File: src/rtl/stopwatch_pkg.sv
// Shared types for the stopwatch control slice.
// State encoding, time-field widths and the time bundle struct.
package stopwatch_pkg;

    localparam int MSEC_W = 7;
    localparam int SEC_W  = 6;
    localparam int MIN_W  = 6;
    localparam int HOUR_W = 5;

    typedef enum logic [1:0] {
        ST_STOP  = 2'd0,
        ST_RUN   = 2'd1,
        ST_LAP   = 2'd2,
        ST_CLEAR = 2'd3
    } state_t;

    typedef struct packed {
        logic [HOUR_W-1:0] hour;
        logic [MIN_W-1:0]  min;
        logic [SEC_W-1:0]  sec;
        logic [MSEC_W-1:0] msec;
    } sw_time_t;

endpackage

File: src/rtl/lap_capture_reg.sv
// Lap hold registers plus the display mux (held value while frozen, else live).
// Ports: clk, rst (async active-low), i_load, i_clear, i_sel_hold, i_live -> o_disp.
module lap_capture_reg
    import stopwatch_pkg::*;
(
    input  logic     clk,
    input  logic     rst,
    input  logic     i_load,
    input  logic     i_clear,
    input  logic     i_sel_hold,
    input  sw_time_t i_live,
    output sw_time_t o_disp
);

    sw_time_t hold_q;

    always_ff @(posedge clk or negedge rst) begin
        if (!rst) begin
            hold_q <= '0;
        end else if (i_clear) begin
            hold_q <= '0;
        end else if (i_load) begin
            hold_q <= i_live;
        end
    end

    // Zero-latency bypass of the live time when not frozen.
    assign o_disp = i_sel_hold ? hold_q : i_live;

endmodule

File: src/rtl/stopwatch_lap_ctrl.sv
// Run/stop/clear sequencer with lap capture and lap counter.
// Ports: button pulses i_runstop/i_clear/i_lap, live time i_*, datapath controls, display o_*.
module stopwatch_lap_ctrl
    import stopwatch_pkg::*;
#(
    parameter int LAP_MAX = 99,
    parameter int LAP_W   = 7
) (
    input  logic              clk,
    input  logic              rst,
    input  logic              i_runstop,
    input  logic              i_clear,
    input  logic              i_lap,
    input  logic [MSEC_W-1:0] i_msec,
    input  logic [SEC_W-1:0]  i_sec,
    input  logic [MIN_W-1:0]  i_min,
    input  logic [HOUR_W-1:0] i_hour,
    output logic              o_runstop,
    output logic              o_clear,
    output logic [MSEC_W-1:0] o_msec,
    output logic [SEC_W-1:0]  o_sec,
    output logic [MIN_W-1:0]  o_min,
    output logic [HOUR_W-1:0] o_hour,
    output logic              o_lap_active,
    output logic [LAP_W-1:0]  o_lap_cnt
);

    state_t   state_q;
    state_t   state_d;
    logic     lap_evt;
    logic     clr_evt;
    sw_time_t live;
    sw_time_t disp;

    always_ff @(posedge clk or negedge rst) begin
        if (!rst) begin
            state_q <= ST_STOP;
        end else begin
            state_q <= state_d;
        end
    end

    // Clear outranks run/stop, which outranks lap; illegal inputs per state are dropped.
    always_comb begin
        state_d = state_q;
        unique case (state_q)
            ST_STOP: begin
                if (i_clear) begin
                    state_d = ST_CLEAR;
                end else if (i_runstop) begin
                    state_d = ST_RUN;
                end
            end
            ST_RUN: begin
                if (i_runstop) begin
                    state_d = ST_STOP;
                end else if (i_lap) begin
                    state_d = ST_LAP;
                end
            end
            ST_LAP: begin
                if (i_runstop) begin
                    state_d = ST_STOP;
                end else if (i_lap) begin
                    state_d = ST_RUN;
                end
            end
            ST_CLEAR: state_d = ST_STOP;
            default:  state_d = ST_STOP;
        endcase
    end

    assign lap_evt = (state_q == ST_RUN) && (state_d == ST_LAP);
    assign clr_evt = (state_q != ST_CLEAR) && (state_d == ST_CLEAR);

    always_ff @(posedge clk or negedge rst) begin
        if (!rst) begin
            o_lap_cnt <= '0;
        end else if (clr_evt) begin
            o_lap_cnt <= '0;
        end else if (lap_evt) begin
            if (o_lap_cnt == LAP_W'(LAP_MAX)) begin
                o_lap_cnt <= '0;
            end else begin
                o_lap_cnt <= o_lap_cnt + 1'b1;
            end
        end
    end

    assign o_runstop    = (state_q == ST_RUN) || (state_q == ST_LAP);
    assign o_clear      = (state_q == ST_CLEAR);
    assign o_lap_active = (state_q == ST_LAP);

    assign live = '{hour: i_hour, min: i_min, sec: i_sec, msec: i_msec};

    lap_capture_reg u_lap_capture_reg (
        .clk        (clk),
        .rst        (rst),
        .i_load     (lap_evt),
        .i_clear    (clr_evt),
        .i_sel_hold (o_lap_active),
        .i_live     (live),
        .o_disp     (disp)
    );

    assign o_msec = disp.msec;
    assign o_sec  = disp.sec;
    assign o_min  = disp.min;
    assign o_hour = disp.hour;

endmodule

File: config.mk
export PLATFORM = sky130hd
export DESIGN_NAME = stopwatch_lap_ctrl
export DESIGN_NICKNAME = d
export VERILOG_FILES = /design/src/rtl/stopwatch_pkg.sv /design/src/rtl/lap_capture_reg.sv /design/src/rtl/stopwatch_lap_ctrl.sv
export SDC_FILE = /design/constraint.sdc
export NUM_CORES = 1
export LEC_CHECK = 0
export CORE_UTILIZATION = 45
export CTS_CLUSTER_DIAMETER = 30
export CTS_CLUSTER_SIZE = 12
export DETAILED_ROUTE_END_ITERATION = 6
export GPL_ROUTABILITY_DRIVEN = 0
export PLACE_DENSITY = 0.79
export SETUP_SLACK_MARGIN = 0.5
export SYNTH_ARGS = -nofsm -noshare
export SYNTH_HDL_FRONTEND = slang
export SYNTH_SLANG_ARGS = --single-unit
File: constraint.sdc
create_clock -name clk -period 2.4 [get_ports clk]
set_clock_uncertainty 0.2 [all_clocks]
set_input_delay 0.24 -clock clk [delete_from_list [all_inputs] [get_ports clk]]
set_output_delay 0.24 -clock clk [all_outputs]
set_load 0.02 [all_outputs]
==> summary.md <==
| Metric | Value |
|---|---|
| DR WL met2 | 3.039 mm |
| Pwr/cell area | between 1000 and 1500 nW/µm² |
| H-tree depth | 2 |
| Clock Path Buffers | 2 |
| Endpoint class of the critical path | flop |
| Post-DRT Antenna Nets | 0 |
| Initial DRC count | 84 |
| Outcome | finished, final reports clean |
| Largest net degree at the start of global routing | 34 |
| Most common flop cell mapped by yosys | dfrtp_1 |
| Mapped Cells | 149 |
| Area Overhead vs Synth | 76.62% |
| Worst Hold Class | input port to async pin |
| Setup CP Type | flop to flop |
| Minimum clock period | 2.305 ns |
| Worst path bufs/invs | 4 |
| Pleak | ~1.4 nW |
| Num CTS Buffers | 5 |
| Placed insts | roughly 260 |
| Ant. Diodes | 0 |
| Met1 Routed Length | 2.363 mm |
| Final Non-Filler Cells | 292 |
| Critical path fanouts, max | 6 |
| Row cnt | 22 |
| CTS Sinks | 33 |
| Dpl cell area | 2549 µm² |
| Die area | roughly 4200 µm² |
| Worst setup SP type | flop |
| Routed len/inst | 19.97 µm |
| Root Driver | clkbuf_8 |
| Required @ worst endpoint | 2.37 ns |
| RSZ-0062 raised after global routing | true |
| CTS tree | built |
| Antenna violations before repair | 0 |
| Slowest Stage Delay on Critical Path | 0.44 ns |
| Syn Std Cell Area | 1760 µm² |
| Final-report setup violation count | 0 |
| Fin. max-slew vios | 0 |
| Synthesized flop and latch total | 33 |
| Syn avg cell area | 11.82 µm² |
| DR vias | around 1700 |
| Total Nets Final | 277 |
| Vias in the first global route | between 1500 and 2000 |
| DP HPWL | a little over 3 mm |
| Slew headroom | 71.55% |
| Worst path arrival time | 2.28 ns |
| Vias per cell | 5.747 |
| Syn Nets | roughly 180 |
| Worst-Margin Slew | 0.4267 ns |
| Synth cell types | 33 |
| Total congestion overflow | 0 |
| Fmax | 433.8 MHz |
| Register area share after synthesis | 46.91% |
| First drt pass iteration count | 4 |
| Die Wd | between 60 and 70 µm |
| Worst skew pair latency | 0.29 ns |
| Final non-filler cell area | 3109 µm² |
| Top cell family by delay on the critical path | simple AND/OR/NAND/NOR gates |
| Die H | 64.55 µm |
| Most frequent cell on the critical path | buf_12 |
| First-pass GRT wire length | between 8 and 9 mm |
| Warnings from Yosys | 0 |
| Total track usage | between 20% and 30% |
| Core ar. | 3716 µm² |
| Slowest CP cell | dfrtp_2 |
| Post-synth ARST share | 100.0% |
| Setup ws final | 0.09460 ns |
| CP cell instances | inv_4 -> ha_4 -> buf_12 -> buf_16 -> nand2b_4 -> a21oi_2 -> nor4b_4 -> nor2_4 -> buf_12 -> a22o_1 |
| I/O pin cnt | 63 |
| DR WL met3 | 297 µm |
| Residual DRC | 0 |
| Top Layer Used | met4 |
| Final cycle utilization of the critical path | 96.06% |
| Fillers | approximately 190 |
| Setup WS pre-CTS | -0.02915 ns |
| Peak supply drop | ~0.84 mV |
| MaxCap Viol Count | 0 |
| Routed Wire Length | 5.830 mm |
| Core Util, Final | 83.67% |
| PortBufs | 62 |
| Final Hold Vio Count | 0 |
| Layout cell share with drive strength beyond 1 | 47.13% |
| Clock transition at path regs | about 0.070 ns |
| Initial core utilization | 47.37% |
| EDFF count, synth | 0 |
-- synthesized netlist by cell type (all sizes together) (3+ instances only) --
| master | number | area, µm² |
|---|---|---|
| a21oi | 3 | 15.01 |
| a22o | 17 | 148.9 |
| buf | 9 | 57.56 |
| dfrtp | 33 | 825.8 |
| ha | 5 | 62.56 |
| inv | 3 | 11.26 |
| mux2 | 24 | 270.3 |
| mux2i | 8 | 80.08 |
| nand2 | 5 | 18.77 |
| nor2 | 17 | 66.32 |
| nor3b | 3 | 22.52 |
-- registers in the layout, summed over array words and instances, names as in the netlist --
name and count:
u_lap_capture_reg.hold_q 24, o_lap_cnt 7, state_q 2
-- repair_timing --
action | 4_1_cts | 5_1_grt
resized for setup | 168 | 19
hold buffers | 0 | 0
pin swaps | 15 | 8
setup endpoints to repair | 58 | 58
cloned | 5 | 0
buffers inserted | 17 | 4
-- placed cells by master, fill, tap and decap left out, types with 2 or more instances in the layout --
cell,n
buf_8,3
buf_4,16
a21oi_2,2
mux2i_2,2
dfrtp_1,31
nand2_1,5
buf_16,4
clkbuf_8,5
mux2i_1,6
buf_12,7
ha_4,3
ha_1,2
mux2_4,14
a22o_1,17
xnor2_1,2
buf_6,20
dfrtp_2,2
clkinv_2,2
buf_2,8
clkdlybuf4s50_1,34
inv_4,2
and3_1,2
nand3_1,2
mux2_2,10
nor2_1,16
o221a_4,2
o2bb2ai_1,2
-- metrics by stage --
stage | power (mW) | setup TNS, ns | hold slack [ns]
after floorplan | 1.952 | 0 | -0.2556
after global placement | 2.484 | 0 | 0.2724
after detailed placement | 2.546 | -0.1813 | 0.2784
after CTS | 3.563 | 0 | 0.1777
after global routing | 3.979 | 0 | 0.2140
final | 3.818 | 0 | 0.1739
-- layout make-up --
class                      instances  area, µm²  share of cell area (%)
clock buffer                       6      72.57                   2.334
clock inverter                     2      10.01                  0.3219
sequential                        33      828.3                   26.64
tap                               48      60.06                   1.932
inverter                           3      16.27                  0.5231
multi-input combinational        105       1075                   34.57
timing repair buffer              95       1047                   33.68
-- path summary, 6_finish.rpt --
path	from	to	slack (ns)	cells after the start
worst max-delay path	state_q[0]	u_lap_capture_reg.hold_q[14]	0.09	10
worst min-delay path	rst	u_lap_capture_reg.hold_q[17]	0.17	2
worst max register to register	state_q[0]	u_lap_capture_reg.hold_q[14]	0.09	10
worst min register to register	u_lap_capture_reg.hold_q[22]	u_lap_capture_reg.hold_q[22]	0.30	1
max in group asynchronous	rst	state_q[0]	1.50	2
min in group clk	u_lap_capture_reg.hold_q[22]	u_lap_capture_reg.hold_q[22]	0.30	1
-- logic make-up (layout without fill, tap and decap cells) --
family,after synthesis,count (layout),synth area share (%)
AOI/OAI and AO/OA,31,32,15.14
xor gates and xnor gates,2,2,0.9952
adders and majority gates,5,5,3.554
buffers and inverters,12,106,3.909
DFF,33,33,46.91
muxes,32,32,19.90
and+or+nand+nor,34,34,9.595
-- where the power goes --
part	total, mW	switching (mW)	internal (mW)
combinational	2.53	1.12	1.41
sequential	0.874	0.141	0.732
clock	0.414	0.213	0.201
total	3.82	1.48	2.34
-- per-layer routing --
layer	GRT usage [%]	up-vias
li1	-	746
met1	33.60	839
met2	48.82	84
met3	4.225	9
met4	11.94	0
met5	0	-
No activity file was read; power rests on OpenSTA's default activity.
